File: src/rtl/typed_trunc_accum.sv
// Narrows two 32-bit lanes through typedef-returning functions and sums them over a batch of beats,
// emitting one registered result (sum, beat count, wrap flag) per batch or per early flush.
package P;
    typedef logic [3:0] S;
endpackage

typedef logic [1:0] T;

// state | meaning
// ACC   | accepting beats into acc/cnt/ovf
// OUT   | result held on the output register until out_ready
module typed_trunc_accum #(
    parameter int ACC_W = 8,
    parameter int BATCH = 4
) (
    input  logic              clk,
    input  logic              rst_n,
    typed_trunc_accum_if.slave bus
);
    typedef enum logic {ACC, OUT} state_t;

    localparam logic [3:0] BATCH_C = 4'(BATCH);

    function automatic T trunc_t(input logic [31:0] w);
        return T'(w);
    endfunction

    function automatic P::S trunc_s(input logic [31:0] w);
        return P::S'(w);
    endfunction

    state_t           state_q, state_d;
    logic [ACC_W-1:0] acc_q, acc_d;
    logic [3:0]       cnt_q, cnt_d;
    logic             ovf_q, ovf_d;
    logic             out_valid_q, out_valid_d;
    logic [ACC_W-1:0] out_sum_q, out_sum_d;
    logic [3:0]       out_cnt_q, out_cnt_d;
    logic             out_ovf_q, out_ovf_d;

    logic             in_ready;
    logic             active;
    logic             take;
    logic [4:0]       term;
    logic [ACC_W-1:0] base;
    logic [3:0]       base_cnt;
    logic             base_ovf;
    logic [ACC_W:0]   sum;
    logic [ACC_W-1:0] p_acc;
    logic [3:0]       p_cnt;
    logic             p_ovf;
    logic             flush;

    always_comb begin
        state_d     = state_q;
        acc_d       = acc_q;
        cnt_d       = cnt_q;
        ovf_d       = ovf_q;
        out_valid_d = out_valid_q;
        out_sum_d   = out_sum_q;
        out_cnt_d   = out_cnt_q;
        out_ovf_d   = out_ovf_q;

        active   = (state_q == ACC) || bus.out_ready;
        in_ready = active;
        take     = bus.in_valid && in_ready;

        term = {3'b000, trunc_t(bus.in_a)} + {1'b0, trunc_s(bus.in_b)};

        // Leaving OUT starts a fresh batch, so the base is zero there.
        base     = (state_q == ACC) ? acc_q : '0;
        base_cnt = (state_q == ACC) ? cnt_q : 4'd0;
        base_ovf = (state_q == ACC) ? ovf_q : 1'b0;

        sum   = {1'b0, base} + {{(ACC_W-4){1'b0}}, term};
        p_acc = take ? sum[ACC_W-1:0] : base;
        p_cnt = take ? base_cnt + 4'd1 : base_cnt;
        p_ovf = take ? (base_ovf | sum[ACC_W]) : base_ovf;

        flush = (p_cnt == BATCH_C) || (bus.clear && state_q == ACC && p_cnt != 4'd0);

        if (active) begin
            if (flush) begin
                out_valid_d = 1'b1;
                out_sum_d   = p_acc;
                out_cnt_d   = p_cnt;
                out_ovf_d   = p_ovf;
                acc_d       = '0;
                cnt_d       = 4'd0;
                ovf_d       = 1'b0;
                state_d     = OUT;
            end else begin
                out_valid_d = 1'b0;
                acc_d       = p_acc;
                cnt_d       = p_cnt;
                ovf_d       = p_ovf;
                state_d     = ACC;
            end
        end
    end

    always_ff @(posedge clk or negedge rst_n) begin
        if (!rst_n) begin
            state_q     <= ACC;
            acc_q       <= '0;
            cnt_q       <= 4'd0;
            ovf_q       <= 1'b0;
            out_valid_q <= 1'b0;
            out_sum_q   <= '0;
            out_cnt_q   <= 4'd0;
            out_ovf_q   <= 1'b0;
        end else begin
            state_q     <= state_d;
            acc_q       <= acc_d;
            cnt_q       <= cnt_d;
            ovf_q       <= ovf_d;
            out_valid_q <= out_valid_d;
            out_sum_q   <= out_sum_d;
            out_cnt_q   <= out_cnt_d;
            out_ovf_q   <= out_ovf_d;
        end
    end

    assign bus.in_ready  = in_ready;
    assign bus.out_valid = out_valid_q;
    assign bus.out_sum   = out_sum_q;
    assign bus.out_cnt   = out_cnt_q;
    assign bus.out_ovf   = out_ovf_q;
endmodule

File: src/rtl/typed_trunc_accum_if.sv
// Beat/result handshake bundle for typed_trunc_accum: two 32-bit lanes in, batch result out.
interface typed_trunc_accum_if #(parameter int ACC_W = 8);
    logic             in_valid;
    logic             in_ready;
    logic [31:0]      in_a;
    logic [31:0]      in_b;
    logic             clear;
    logic             out_valid;
    logic             out_ready;
    logic [ACC_W-1:0] out_sum;
    logic [3:0]       out_cnt;
    logic             out_ovf;

    modport master (
        output in_valid, in_a, in_b, clear, out_ready,
        input  in_ready, out_valid, out_sum, out_cnt, out_ovf
    );

    modport slave (
        input  in_valid, in_a, in_b, clear, out_ready,
        output in_ready, out_valid, out_sum, out_cnt, out_ovf
    );
endinterface

File: src/flat_wrapper.sv
// flat-port wrapper written by rule: the top's interface ports become plain ports
module typed_trunc_accum_flat 
#(
    parameter int ACC_W = 8,
    parameter int BATCH = 4
)
  (clk, rst_n, bus_in_valid, bus_in_a, bus_in_b, bus_clear, bus_out_ready, bus_in_ready, bus_out_valid, bus_out_sum, bus_out_cnt, bus_out_ovf);
  typed_trunc_accum_if #(.ACC_W(ACC_W)) bus_i ();
  input  logic clk;
  input  logic rst_n;
  input wire logic [$bits(bus_i.in_valid)-1:0] bus_in_valid;
  input wire logic [$bits(bus_i.in_a)-1:0] bus_in_a;
  input wire logic [$bits(bus_i.in_b)-1:0] bus_in_b;
  input wire logic [$bits(bus_i.clear)-1:0] bus_clear;
  input wire logic [$bits(bus_i.out_ready)-1:0] bus_out_ready;
  output wire logic [$bits(bus_i.in_ready)-1:0] bus_in_ready;
  output wire logic [$bits(bus_i.out_valid)-1:0] bus_out_valid;
  output wire logic [$bits(bus_i.out_sum)-1:0] bus_out_sum;
  output wire logic [$bits(bus_i.out_cnt)-1:0] bus_out_cnt;
  output wire logic [$bits(bus_i.out_ovf)-1:0] bus_out_ovf;
  assign bus_i.in_valid = bus_in_valid;
  assign bus_i.in_a = bus_in_a;
  assign bus_i.in_b = bus_in_b;
  assign bus_i.clear = bus_clear;
  assign bus_i.out_ready = bus_out_ready;
  assign bus_in_ready = bus_i.in_ready;
  assign bus_out_valid = bus_i.out_valid;
  assign bus_out_sum = bus_i.out_sum;
  assign bus_out_cnt = bus_i.out_cnt;
  assign bus_out_ovf = bus_i.out_ovf;
  typed_trunc_accum #(.ACC_W(ACC_W), .BATCH(BATCH)) u_core (.clk(clk), .rst_n(rst_n), .bus(bus_i));
endmodule
File: config.mk
export PLATFORM = sky130hd
export DESIGN_NAME = typed_trunc_accum_flat
export DESIGN_NICKNAME = d
export VERILOG_FILES = /design/src/rtl/typed_trunc_accum.sv /design/src/rtl/typed_trunc_accum_if.sv /design/src/flat_wrapper.sv
export SDC_FILE = /design/constraint.sdc
export NUM_CORES = 1
export LEC_CHECK = 0
export ABC_AREA = 1
export ABC_CLOCK_PERIOD_IN_PS = 2600
export CAP_MARGIN = 20
export CORE_MARGIN = 5
export CORE_UTILIZATION = 34
export DETAILED_ROUTE_END_ITERATION = 10
export HOLD_SLACK_MARGIN = 0.05
export PLACE_DENSITY_LB_ADDON = 0.25
export SYNTH_ARGS = -nofsm -noshare
export SYNTH_HDL_FRONTEND = slang
export SYNTH_SLANG_ARGS = --single-unit
File: constraint.sdc
create_clock -name clk -period 2.6 [get_ports clk]
set_clock_uncertainty 0.05 [all_clocks]
set_input_delay 0.78 -clock clk [delete_from_list [all_inputs] [get_ports clk]]
set_output_delay 0.78 -clock clk [all_outputs]
set_load 0.05 [all_outputs]
Word level (Yosys, flattened, before mapping)
Index checks and enable logic that the tools add are counted.
- bits in registers: 27
- input port bits: 69
- output and inout port bits: 15
- word-level logic and storage cells: 30
- $add $sub $neg: 3
- equality and inequality tests: 1
- mux-type cells: 10
- bitwise gates (word level): 2
- reductions and logical operators: 7
- operator list (operator ; count):
    two-way mux 8 bit ; 3
    two-way mux 4 bit ; 3
    adder 8 x 5 -> 9 bit ; 1
    adder 2 x 4 -> 5 bit ; 1
    adder 4 x 1 -> 4 bit, second input constant ; 1
    == test 4 x 3 -> 1 bit, second input constant ; 1
    two-way mux 1 bit ; 4
    nonzero test 4 bit ; 1
    logical AND 1 bit ; 3
    logical OR 1 bit ; 2
    AND reduction 2 bit ; 1
    NOT 1 bit ; 1
    OR 1 bit ; 1

Depth between registers and ports, before layout
- depth after elaboration: 8
- gate-level depth with buffers: 18
- mapped depth without buffers: 16

Least setup slack after synthesis
No wires, ideal clock.
- path kind: register -> register
- start point: register, netlist name u_core.bus.out_valid
- end point: register u_core.out_sum_q[5], in the netlist u_core.bus.out_sum[5]
- library setup time: 0.119 ns
- arrival: 2.546 ns
- required time: 2.431 ns
- setup slack: -0.115 ns
- stages on the path, launching flop included: 18
- path buffers: 2
- clock period less this slack: 2.715 ns
- cell sequence: dfrtp_1 -> buf_6 -> inv_2 -> buf_6 -> nand2_1 -> fa_1 -> inv_1 -> ha_1 -> inv_1 -> fa_1 -> inv_1 -> nand3_1 -> nand2_1 -> nand2_1 -> xnor2_1 -> inv_1 -> nand3_1 -> nand2_1
- RTL lines (item ; RTL line ; text):
    to (signal assigned) ; typed_trunc_accum.sv:118 ; out_sum_q <= out_sum_d;
    to (decl) ; typed_trunc_accum.sv:37 ; logic [ACC_W-1:0] out_sum_q, out_sum_d;

Worst setup path in the final report
- start point: register u_core.out_valid_q, in the netlist u_core.bus.out_valid
- end point: output bus_out_valid
- RTL lines (item ; RTL line ; text):
    from (decl) ; typed_trunc_accum.sv:36 ; logic out_valid_q, out_valid_d;
    from (signal assigned) ; typed_trunc_accum.sv:117 ; out_valid_q <= out_valid_d;
    to (decl) ; flat_wrapper.sv:17 ; output wire logic [$bits(bus_i.out_valid)-1:0] bus_out_valid;
No word-level cell between the ends.

==> Implementation_results.wiki <==
{| class="wikitable"
! Metric !! Value
|-
| Result of the run || completed
|-
| Final nets || 347
|-
| Cell accounting for the most synthesized area || dfrtp_1
|-
| Number of nets in the synthesized netlist || 308
|-
| Detailed Place HPWL || 2.826 mm
|-
| Final cell count without fillers || 334
|-
| Finished Cell Area || 2150 um2
|-
| Period utilization || 0.9708
|-
| Post-synthesis area per instance || 7.343 um2
|-
| Total cell area at the placement stage || 2088 um2
|-
| Maximum root-to-sink buffer count || 2
|-
| Filler Cell Count || 497
|-
| Number of top-level design ports || 84
|-
| Fraction of synthesized cell area taken by the top area cell type || 0.4018
|-
| Vias || 1483
|-
| Peak fanout along the critical path || 6
|-
| Core Rows || 25
|-
| P_leak || 1.174 nW
|-
| Die footprint || 6452 um2
|-
| Max Cap Violations || 0
|-
| Final Power || 1.973 mW
|-
| Warning count from the yosys run || 0
|-
| Slew at the pin with the worst max-slew slack || 0.4979 ns
|-
| Width of the chip || 80.33 um
|-
| Setup violations, final || 0
|-
| Final RePlAce weighted congestion || 0.7751
|-
| Starting density of the core || 0.3537
|-
| Area of the mapped netlist || 1682 um2
|-
| Min-Delay Path Class || reg2reg
|-
| Critical path type || reg2out
|-
| Yosys reg bits || 27
|-
| Largest net degree at the start of global routing || 28
|-
| Main area contributors after synthesis || dfrtp_1 40%, nand2_1 23%, nand3_1 6.5%
|-
| Clock buffers created by TritonCTS || 3
|-
| Post-detailed-route via-to-cell ratio || 4.440
|-
| Worst Setup Start Kind || flop
|-
| Final wirelength || 3.788 mm
|-
| Maximum ir drop on the vdd rail || 445.3 uV
|-
| All-Layer GR Usage || 0.1265
|-
| Dpl ws || -0.5655 ns
|-
| Clock root buffer || clkbuf_8
|-
| Cells after Synth || 229
|-
| Achievable frequency || 396.2 MHz
|-
| Layout overhead on the synthesized area || 27.83%
|-
| Total power divided by cell area || 917.9 nW/um2
|-
| Netlist cell types || 23
|-
| ANT cells || 0
|-
| Initial drt markers || 86
|-
| Hold Fails Final Rpt || 0
|-
| Share of cells above drive strength 1 || 0.1873
|-
| Relative slew slack || 0.6671
|-
| H-Tree Depth || 1
|-
| DIE HEIGHT || 80.33 um
|-
| Setup_tns || 0 ns
|-
| Share of synthesized area occupied by flip-flops and latches || 0.4018
|-
| Unrepaired setup endpoints after global routing || no
|-
| Area of the core || 4755 um2
|-
| Global-route wire length before repair || 6.368 mm
|-
| Required time worst endpoint || 1.77 ns
|-
| GR Overflow Total || 0
|-
| Count of TritonRoute iterations in the first routing pass || 4
|-
| Crit path setup slack, layout || 0.07597 ns
|-
| Clock-pin slew reported for the worst setup and hold paths after clock tree synthesis || 0.09 ns
|-
| Minimum period implied by the final worst setup slack || 2.524 ns
|-
| Number of nets with antenna violations after routing || 0
|-
| Critical Path Sink Type || output pin
|-
| Via count of the first global-routing pass || 1378
|-
| Sinks on the clock net || 27
|-
| Clock tree from TritonCTS || yes
|-
| Routed wire length per instance || 11.34 um
|-
| PortBufs || 25
|-
| Clock Latency Late Sink || 0.28 ns
|-
| Cts hold-fix bufs || 0
|-
| # placed instances || 330
|-
| Arrival time at the worst endpoint || 1.69 ns
|-
| Number of remaining DRC errors || 0
|-
| Final count of pins violating max slew || 0
|-
| Antenna violations before repair || 0
|}
## routing by layer
metal  wire (um)  up-vias  GRT usage
met5           0        -          0
met1        1830      675     0.1704
met4          42        0    0.03547
li1            -      777          -
met3         151        4    0.01906
met2        1762       27     0.2094
## flip-flops by register name, summed over array words and instances, names as in the netlist
register	cells
u_core.acc_q	8
u_core.bus.out_ovf	1
u_core.bus.out_cnt	4
u_core.bus.out_valid	1
u_core.ovf_q	1
u_core.bus.out_sum	8
u_core.cnt_q	4
## cell families (layout without fill, tap and decap cells)
logic type / count (synthesis) / after routing / synth area share
buffers and inverters: 34 / 72 / 0.09672
DFF: 27 / 27 / 0.4018
AOI/OAI and AO/OA: 7 / 7 / 0.02902
and+or+nand+nor: 150 / 150 / 0.3795
xor gates and xnor gates: 1 / 1 / 0.005209
adders and majority gates: 10 / 10 / 0.08780
## worst paths after layout
kind,start,to,slack [ns],depth (start not counted)
min in group asynchronous,rst_n,u_core.cnt_q[1]$_DFFE_PN0N_,0.81,2
min,u_core.bus.out_cnt[2]$_DFFE_PN0P_,u_core.bus.out_cnt[2]$_DFFE_PN0P_,0.43,2
max reg2reg,u_core.bus.out_valid$_DFFE_PN0N_,u_core.bus.out_sum[2]$_DFFE_PN0P_,0.25,8
max in group asynchronous,rst_n,u_core.bus.out_valid$_DFFE_PN0N_,1.41,2
min reg2reg,u_core.bus.out_cnt[2]$_DFFE_PN0P_,u_core.bus.out_cnt[2]$_DFFE_PN0P_,0.43,2
max,u_core.bus.out_valid$_DFFE_PN0N_,bus_out_valid,0.08,2
## metrics by stage
step | hold slack [ns] | utilization
finish | 0.4264 | 0.4521
floorplan | 0.3988 | -
detailed placement | 0.4076 | 0.4392
global route | 0.4510 | 0.4521
CTS | 0.4313 | 0.4505
global placement | 0.4060 | 0.4392
## critical path: stages, from the launching register on
cell and delay (ns):
dfrtp_2 0.44, buf_4 0.17, clkdlybuf4s50_1 0.80
## what timing repair did
| action | 4_1_cts | 5_1_grt |
|---|---|---|
| resized for setup | 13 | 6 |
| pin swaps | 6 | 4 |
| setup endpoints to repair | 9 | 9 |
| setup buffers | 0 | 0 |
## report_power, final
group	switching (mW)	internal, mW	total [mW]
logic	0.744	0.400	1.14
registers	0.0684	0.515	0.583
clock network	0.138	0.108	0.246
total	0.951	1.02	1.97
## area by class of cell
class,instances,area (um2),share of cell area
multi-input combinational,168,868.3,0.4040
inverter,27,101.3,0.04715
sequential,27,676.9,0.3149
timing repair buffer,41,372.9,0.1735
clock buffer,3,41.29,0.01921
tap,67,83.83,0.03900
clock inverter,1,5.005,0.002328
## cells in the mapped netlist, drive strengths merged
| master | count |
|---|---|
| clkbuf | 1 |
| nand4 | 1 |
| buf | 6 |
| nand2 | 110 |
| nand3b | 2 |
| a21oi | 3 |
| fa | 3 |
| nand3 | 22 |
| dfrtp | 27 |
| xnor2 | 1 |
| nor2 | 15 |
| inv | 27 |
| o31ai | 1 |
| ha | 7 |
| o21ai | 3 |
## cell usage in the layout, fill, tap and decap left out, types with 3 or more instances in the layout
cell type / n
buf_4: 16
clkbuf_8: 3
clkdlybuf4s50_1: 20
dfrtp_1: 26
ha_1: 6
inv_1: 17
inv_2: 10
nand2_1: 103
nand2_2: 5
nand3_1: 20
nor2_1: 12
No activity file was read; power rests on OpenSTA's default activity.
